[config.mk]
export PLATFORM = sky130hd
export DESIGN_NAME = util_cp_remove_flat
export DESIGN_NICKNAME = d
export VERILOG_FILES = /design/src/rtl/util_cp_remove_pkg.sv /design/src/rtl/util_cp_remove_if.sv /design/src/rtl/util_cp_remove_fifo.sv /design/src/rtl/util_cp_remove.sv /design/src/flat_wrapper.sv
export SDC_FILE = /design/constraint.sdc
export NUM_CORES = 1
export LEC_CHECK = 0
export BUFFER_PORTS_ARGS = -buffer_cell sky130_fd_sc_hd__buf_2
export CORE_UTILIZATION = 45
export DETAILED_ROUTE_END_ITERATION = 8
export SKIP_LAST_GASP = 1
export SYNTH_ARGS = -nofsm -noshare
export SYNTH_HDL_FRONTEND = slang
export SYNTH_SLANG_ARGS = --single-unit
[constraint.sdc]
create_clock -name clk -period 5.65 [get_ports clk]
set_input_delay 0.8475 -clock clk [delete_from_list [all_inputs] [get_ports clk]]
set_output_delay 0.8475 -clock clk [all_outputs]
set_load 0.01 [all_outputs]
[src/rtl/util_cp_remove_pkg.sv]
// Shared types and constants for the cyclic-prefix removal stage.
// Covers the framing state encoding, the error codes and the FIFO entry layout.
package util_cp_pkg;

    typedef enum logic [1:0] {
        IDLE = 2'b00,
        SKIP = 2'b01,
        DATA = 2'b10,
        DROP = 2'b11
    } state_e;

    typedef enum logic [1:0] {
        ERR_OK    = 2'b00,
        ERR_TRUNC = 2'b01
    } err_e;

    // Entry layout, MSB first: {error[1:0], sop, eop, real, imag}
    function automatic int entry_width(input int data_width);
        return 2 * data_width + 4;
    endfunction

endpackage

[src/rtl/util_cp_remove_if.sv]
// Stream interface of the CP removal stage: the ADC-side input and the FFT-side output.
// The slave modport is the block's own view; the master modport is its environment.
interface util_cp_remove_if #(
    parameter int DATA_WIDTH = 16,
    parameter int CP_WIDTH   = 10
);
    logic                  din_valid;
    logic                  din_sym_start;
    logic [CP_WIDTH-1:0]   din_cp_len;
    logic [DATA_WIDTH-1:0] din_real;
    logic [DATA_WIDTH-1:0] din_imag;
    logic                  dout_ready;
    logic                  dout_valid;
    logic                  dout_sop;
    logic                  dout_eop;
    logic [DATA_WIDTH-1:0] dout_real;
    logic [DATA_WIDTH-1:0] dout_imag;
    logic [1:0]            dout_error;
    logic                  err_sync;
    logic                  err_ovf;

    modport slave (
        input  din_valid, din_sym_start, din_cp_len, din_real, din_imag, dout_ready,
        output dout_valid, dout_sop, dout_eop, dout_real, dout_imag, dout_error,
               err_sync, err_ovf
    );

    modport master (
        output din_valid, din_sym_start, din_cp_len, din_real, din_imag, dout_ready,
        input  dout_valid, dout_sop, dout_eop, dout_real, dout_imag, dout_error,
               err_sync, err_ovf
    );
endinterface

[src/rtl/util_cp_remove_fifo.sv]
// Synchronous first-word-fall-through FIFO with an exposed fill count.
// Holds no framing knowledge; the caller never pushes into a full FIFO.
module util_cp_fifo #(
    parameter int WIDTH = 36,
    parameter int DEPTH = 16,
    parameter int AW    = 4
) (
    input  logic             clk,
    input  logic             rst_n,
    input  logic             i_push,
    input  logic [WIDTH-1:0] i_data,
    input  logic             i_pop,
    output logic [WIDTH-1:0] o_data,
    output logic             o_empty,
    output logic [AW:0]      o_fill
);
    logic [WIDTH-1:0] r_mem [DEPTH];
    logic [AW-1:0]    r_wr_ptr;
    logic [AW-1:0]    r_rd_ptr;
    logic [AW:0]      r_fill;
    logic             w_pop;

    assign w_pop = i_pop & (r_fill != '0);

    // NOTE: the storage array is not reset; pointers and fill alone say which entries are live.
    always_ff @(posedge clk) begin
        if (i_push) begin
            r_mem[r_wr_ptr] <= i_data;
        end
    end

    always_ff @(posedge clk) begin
        if (!rst_n) begin
            r_wr_ptr <= '0;
            r_rd_ptr <= '0;
            r_fill   <= '0;
        end else begin
            if (i_push) r_wr_ptr <= r_wr_ptr + AW'(1);
            if (w_pop)  r_rd_ptr <= r_rd_ptr + AW'(1);
            case ({i_push, w_pop})
                2'b10:   r_fill <= r_fill + (AW+1)'(1);
                2'b01:   r_fill <= r_fill - (AW+1)'(1);
                default: r_fill <= r_fill;
            endcase
        end
    end

    assign o_data  = r_mem[r_rd_ptr];
    assign o_empty = (r_fill == '0);
    assign o_fill  = r_fill;
endmodule

[src/rtl/util_cp_remove.sv]
// Cyclic-prefix removal: drops CP samples and frames FFT_SIZE samples per symbol into a FIFO.
// A FIFO about to overflow gets a terminator entry, so every emitted frame still ends with eop.
module util_cp_remove
    import util_cp_pkg::*;
#(
    parameter int FFT_SIZE   = 1024,
    parameter int INDX_WIDTH = 10,
    parameter int DATA_WIDTH = 16,
    parameter int CP_WIDTH   = 10,
    parameter int FIFO_DEPTH = 16,
    parameter int FIFO_AW    = 4
) (
    input logic             clk,
    input logic             rst_n,
    util_cp_remove_if.slave bus
);
    localparam int                    EW        = entry_width(DATA_WIDTH);
    localparam logic [INDX_WIDTH-1:0] LAST_IDX  = INDX_WIDTH'(FFT_SIZE - 1);
    localparam logic [FIFO_AW:0]      SAFE_FILL = (FIFO_AW + 1)'(FIFO_DEPTH - 1);

    state_e                r_state;
    state_e                w_next_state;
    state_e                w_data_next;
    logic [CP_WIDTH-1:0]   r_cp_len;
    logic [CP_WIDTH-1:0]   r_cp_cnt;
    logic [INDX_WIDTH-1:0] r_idx;
    logic [INDX_WIDTH-1:0] w_cur_idx;
    logic                  r_err_sync;
    logic                  r_err_ovf;
    logic                  w_beat;
    logic                  w_start;
    logic                  w_can_start;
    logic                  w_zero_cp;
    logic                  w_data_beat;
    logic                  w_last;
    logic                  w_room;
    logic                  w_push;
    logic                  w_pop;
    logic                  w_empty;
    logic [FIFO_AW:0]      w_fill;
    logic [EW-1:0]         w_wr_data;
    logic [EW-1:0]         w_rd_data;

    assign w_beat      = bus.din_valid;
    assign w_start     = bus.din_valid & bus.din_sym_start;
    assign w_can_start = (r_state == IDLE) || (r_state == SKIP);
    assign w_zero_cp   = (bus.din_cp_len == '0);
    // A zero-length CP makes the start beat itself data index 0.
    assign w_data_beat = w_beat & ((r_state == DATA) | (w_start & w_can_start & w_zero_cp));
    assign w_cur_idx   = (r_state == DATA) ? r_idx : '0;
    assign w_last      = (w_cur_idx == LAST_IDX);
    assign w_room      = (w_fill < SAFE_FILL);
    assign w_data_next = w_last ? IDLE : (w_room ? DATA : DROP);

    always_ff @(posedge clk) begin
        if (!rst_n) r_state <= IDLE;
        else        r_state <= w_next_state;
    end

    // NOTE: assign a default first so every path drives w_next_state and no latch appears.
    always_comb begin
        w_next_state = r_state;
        if (w_beat) begin
            case (r_state)
                IDLE, SKIP: begin
                    if (w_start) begin
                        if (w_zero_cp)                                w_next_state = w_data_next;
                        else if (bus.din_cp_len == CP_WIDTH'(1))      w_next_state = DATA;
                        else                                          w_next_state = SKIP;
                    end else if (r_state == SKIP &&
                                 (r_cp_cnt + CP_WIDTH'(1)) == r_cp_len) begin
                        w_next_state = DATA;
                    end
                end
                DATA:    w_next_state = w_data_next;
                DROP:    if (r_idx == LAST_IDX) w_next_state = IDLE;
                default: w_next_state = IDLE;
            endcase
        end
    end

    // NOTE: sequential state uses <= so every register sees the pre-edge values.
    always_ff @(posedge clk) begin
        if (!rst_n) begin
            r_cp_len   <= '0;
            r_cp_cnt   <= '0;
            r_idx      <= '0;
            r_err_sync <= 1'b0;
            r_err_ovf  <= 1'b0;
        end else if (w_beat) begin
            if (w_start && w_can_start) begin
                r_cp_len <= bus.din_cp_len;
                r_cp_cnt <= CP_WIDTH'(1);
                r_idx    <= w_zero_cp ? INDX_WIDTH'(1) : '0;
            end else if (r_state == SKIP) begin
                r_cp_cnt <= r_cp_cnt + CP_WIDTH'(1);
            end else if (r_state == DATA || r_state == DROP) begin
                r_idx <= (r_idx == LAST_IDX) ? '0 : r_idx + INDX_WIDTH'(1);
            end
            if (w_start && r_state != IDLE) r_err_sync <= 1'b1;
            if (w_data_beat && !w_room)     r_err_ovf  <= 1'b1;
        end
    end

    always_comb begin
        w_push    = w_data_beat;
        w_wr_data = {ERR_OK, (w_cur_idx == '0), w_last, bus.din_real, bus.din_imag};
        if (!w_room) begin
            w_wr_data = {ERR_TRUNC, (w_cur_idx == '0), 1'b1, {(2 * DATA_WIDTH){1'b0}}};
        end
        w_pop          = !w_empty & bus.dout_ready;
        bus.dout_valid = !w_empty;
        bus.dout_error = w_empty ? 2'b00 : w_rd_data[EW-1 -: 2];
        bus.dout_sop   = !w_empty & w_rd_data[EW-3];
        bus.dout_eop   = !w_empty & w_rd_data[EW-4];
        bus.dout_real  = w_rd_data[2*DATA_WIDTH-1 : DATA_WIDTH];
        bus.dout_imag  = w_rd_data[DATA_WIDTH-1 : 0];
        bus.err_sync   = r_err_sync;
        bus.err_ovf    = r_err_ovf;
    end

    util_cp_fifo #(
        .WIDTH (EW),
        .DEPTH (FIFO_DEPTH),
        .AW    (FIFO_AW)
    ) u_fifo (
        .clk     (clk),
        .rst_n   (rst_n),
        .i_push  (w_push),
        .i_data  (w_wr_data),
        .i_pop   (w_pop),
        .o_data  (w_rd_data),
        .o_empty (w_empty),
        .o_fill  (w_fill)
    );
endmodule

[src/flat_wrapper.sv]
// flat-port wrapper written by rule: the top's interface ports become plain ports
module util_cp_remove_flat import util_cp_pkg::*;
#(
    parameter int FFT_SIZE   = 1024,
    parameter int INDX_WIDTH = 10,
    parameter int DATA_WIDTH = 16,
    parameter int CP_WIDTH   = 10,
    parameter int FIFO_DEPTH = 16,
    parameter int FIFO_AW    = 4
)
  (clk, rst_n, bus_din_valid, bus_din_sym_start, bus_din_cp_len, bus_din_real, bus_din_imag, bus_dout_ready, bus_dout_valid, bus_dout_sop, bus_dout_eop, bus_dout_real, bus_dout_imag, bus_dout_error, bus_err_sync, bus_err_ovf);
  util_cp_remove_if #(.DATA_WIDTH(DATA_WIDTH), .CP_WIDTH(CP_WIDTH)) bus_i ();
  input logic clk;
  input logic rst_n;
  input wire logic [$bits(bus_i.din_valid)-1:0] bus_din_valid;
  input wire logic [$bits(bus_i.din_sym_start)-1:0] bus_din_sym_start;
  input wire logic [$bits(bus_i.din_cp_len)-1:0] bus_din_cp_len;
  input wire logic [$bits(bus_i.din_real)-1:0] bus_din_real;
  input wire logic [$bits(bus_i.din_imag)-1:0] bus_din_imag;
  input wire logic [$bits(bus_i.dout_ready)-1:0] bus_dout_ready;
  output wire logic [$bits(bus_i.dout_valid)-1:0] bus_dout_valid;
  output wire logic [$bits(bus_i.dout_sop)-1:0] bus_dout_sop;
  output wire logic [$bits(bus_i.dout_eop)-1:0] bus_dout_eop;
  output wire logic [$bits(bus_i.dout_real)-1:0] bus_dout_real;
  output wire logic [$bits(bus_i.dout_imag)-1:0] bus_dout_imag;
  output wire logic [$bits(bus_i.dout_error)-1:0] bus_dout_error;
  output wire logic [$bits(bus_i.err_sync)-1:0] bus_err_sync;
  output wire logic [$bits(bus_i.err_ovf)-1:0] bus_err_ovf;
  assign bus_i.din_valid = bus_din_valid;
  assign bus_i.din_sym_start = bus_din_sym_start;
  assign bus_i.din_cp_len = bus_din_cp_len;
  assign bus_i.din_real = bus_din_real;
  assign bus_i.din_imag = bus_din_imag;
  assign bus_i.dout_ready = bus_dout_ready;
  assign bus_dout_valid = bus_i.dout_valid;
  assign bus_dout_sop = bus_i.dout_sop;
  assign bus_dout_eop = bus_i.dout_eop;
  assign bus_dout_real = bus_i.dout_real;
  assign bus_dout_imag = bus_i.dout_imag;
  assign bus_dout_error = bus_i.dout_error;
  assign bus_err_sync = bus_i.err_sync;
  assign bus_err_ovf = bus_i.err_ovf;
  util_cp_remove #(.FFT_SIZE(FFT_SIZE), .INDX_WIDTH(INDX_WIDTH), .DATA_WIDTH(DATA_WIDTH), .CP_WIDTH(CP_WIDTH), .FIFO_DEPTH(FIFO_DEPTH), .FIFO_AW(FIFO_AW)) u_core (.clk(clk), .rst_n(rst_n), .bus(bus_i));
endmodule
==> flow_summary.yaml <==
run_status:
  status: "complete, but fails checks"
  violations: "design-rule violations"
logic_synthesis:
  syn_inst: 1180
  avgSynthCellArea_um2: 20.5
  synth_nets: 1238
  synth_edf_count: 560
  synth-async-reset-ratio: 0
  syn-cell-area_um2: 24200
  yosysWarnings: 0
  ys_seq_area_frac: 0.736
  ys_seq_elements: 611
  ys_types: 61
  ys.flop_type: "edfxtp_1"
critical_path:
  cp_cell_sequence: "buf_4 > mux4_2 > mux4_2 > buf_2"
  crit_top_cell: "mux4_2"
  crit_type: "reg2out"
  slowest_stage: "dfxtp_4"
  worstPathRequired_ns: 4.80
  crit_fanout: 38
  critPathCaptureType: "primary output"
  critPathBufInv: 2
  cp_top_family: "multiplexers"
  start_kind: "register"
  slowest_delay_ns: 0.89
  arrival_ns: 3.35
die:
  dieArea_um2: 54800
  initial_core_util: 0.459
  fp.dieW_um: 234
  num_rows: 84
  die_h_um: 234
  pin_count: 86
  coreArea_um2: 52900
sta:
  setup_viol: 0
  tightest_slew_ns: 1.26
  rsz0062_at_grt: "false"
  final-max-slew-violation-count: 0
  report.final.hold_viol_count: 0
  maxSlewHeadroom: 0.159
  timing.final.crit_share: 0.743
  final.setup.tns_ns: 0
  fmax_mhz: 238
  fin_crit_ns: 4.20
  fin_skew_ns: 0.0172
  hold_ws_ns: 0.469
placed_design:
  place.gp.congestion: 0.768
  portBuffers: 84
  hpwl_um: 29800
clock_network:
  cts.hold.buffers_added: 0
  path_clk_slew_ns: 0.06
  postCtsSetupRepairBufs: 0
  cts_resized: 0
  clockBufferDepth: 3
  clk_latency_ns: 0.62
  numClockSinks: 611
  cts_tree: "yes"
  h-tree-depth: 2
  cts-root-buf: "clkbuf_16"
  numCtsBuffers: 61
drt:
  dr.pass1.iters: 9
  drc: 6
  wire_per_inst_um: 24.9
  routed_wl_um: 50700
  ant_nets: 0
  drt-initial-drc-count: 928
  vias: 11500
  via_per_inst: 5.64
cells_and_area:
  fin_util: 0.521
  antennaDiodeCount: 0
  layout-drive-gt1-share: 0.308
  syn2layout_area_growth_pct: 13.5
  nets: 1350
global_route:
  track_usage: 0.191
  grt_pass1_vias: 11900
  grt_max_degree: 45
  grt_overflow: 0
  antenna_found_initial: 0
  grt_pass1_wl_um: 76500
hold_path:
  hold_path_class: "reg2reg"
power:
  power_leakage_uw: 0.00858
  peakVddDrop_v: 0.000257
  p_per_area_nw_per_um2: 365
job:
  max_cap_violations: 0
Yosys cell counts (7+ instances only):
master    instances  area share
a21boi_0         16      0.0050
a21oi_1          10      0.0021
and2_1           43       0.011
buf_1             8      0.0012
buf_2            13      0.0027
buf_6            15      0.0070
clkbuf_1         27      0.0042
dfxtp_1          51       0.042
edfxtp_1        560        0.69
ha_1             11      0.0057
inv_1             7      0.0011
mux4_2          175        0.16
nand2_1          46      0.0071
nand3_1          11      0.0023
nor2_1           27      0.0042
nor2b_1          15      0.0039
nor3_1           16      0.0033
o21ai_0          18      0.0037
xnor2_1          16      0.0058
xor2_1            9      0.0033
layer usage:
layer	global-route usage	wire length (um)
met5	0	0
met4	0.0404	691
met3	0.0355	2190
met2	0.302	24500
met1	0.277	23300
per-stage QoR:
step	power, uW	cell area [um2]	cells	setup slack (ns)
6_report	10000	27500	2031	1.45
5_1_grt	10400	27500	2031	1.18
4_1_cts	10200	27500	2031	1.26
3_5_place_dp	6140	25500	1917	1.51
3_3_place_gp	6130	25500	1917	1.56
2_1_floorplan	5880	24200	1180	0.799
state kept, by name, summed over array words and instances (netlist names), named ones only:
signal	count
u_core.u_fifo.r_mem	560
u_core.r_cp_cnt	10
u_core.r_cp_len	10
u_core.r_idx	10
u_core.u_fifo.o_fill	5
u_core.u_fifo.r_rd_ptr	4
u_core.u_fifo.r_wr_ptr	4
u_core.r_state	2
u_core.bus.err_ovf	1
u_core.bus.err_sync	1
cell families after synthesis:
group / after synthesis / synth area share
other: 1 / 0.000155
muxes: 181 / 0.165
DFF: 611 / 0.736
xor gates and xnor gates: 26 / 0.00970
adders and majority gates: 11 / 0.00568
buffers and inverters: 72 / 0.0166
and+or+nand+nor: 200 / 0.0443
AOI/OAI and AO/OA: 78 / 0.0226
power by group:
part	leakage [uW]	switching (uW)	internal, uW	total, uW
combinational	0.00212	469	493	962
clock	0.000982	1690	2350	4030
sequential	0.00548	73.5	4970	5050
layout make-up:
cell class / instances / area, um2
repair buffers: 113 / 651
flip-flops and latches: 611 / 17800
clock inverters: 44 / 439
multi-input cells: 497 / 6130
clock buffers: 70 / 1560
fillers: 4130 / 25300
well taps: 688 / 861
inverters: 8 / 30.0
worst register-to-register path: cells and delay by family (launching register included):
family                   cells  cell delay, ns
adder cells (fa/ha/maj)      2            0.55
XOR/XNOR                     2            0.26
AND/OR/NAND/NOR              3            0.70
buffers and inverters        1            0.14
flip-flops                   1            0.47
AO/OA/AOI/OAI                4            1.16
cells in the final DEF (no fill, tap or decap), types with 10 or more instances in the layout:
| cell | Yosys | layout |
|---|---|---|
| clkinv_2 | 0 | 18 |
| nand3_1 | 11 | 11 |
| and2_1 | 43 | 43 |
| a21boi_0 | 16 | 16 |
| edfxtp_1 | 560 | 560 |
| nor3_1 | 16 | 12 |
| nor2_1 | 27 | 15 |
| clkinv_1 | 0 | 11 |
| o21ai_0 | 18 | 18 |
| nand2_1 | 46 | 46 |
| dfxtp_1 | 51 | 47 |
| buf_4 | 1 | 28 |
| xnor2_1 | 16 | 16 |
| ha_1 | 11 | 11 |
| a21oi_1 | 10 | 10 |
| clkbuf_16 | 0 | 61 |
| mux4_2 | 175 | 175 |
| nor2b_1 | 15 | 15 |
| nor2_4 | 0 | 12 |
| buf_2 | 13 | 84 |
path summary, 6_finish.rpt:
path                            start                      end  slack, ns  cells past startpoint
hold / removal    u_core.bus.err_sync      u_core.bus.err_sync       0.47                      1
setup / recovery             register        bus_dout_real[10]       1.45                      4
setup reg to reg    u_core.r_state[1]  u_core.u_fifo.o_fill[4]       2.26                     12
hold reg to reg   u_core.bus.err_sync      u_core.bus.err_sync       0.47                      1
Power figures use the tool's default switching activity.
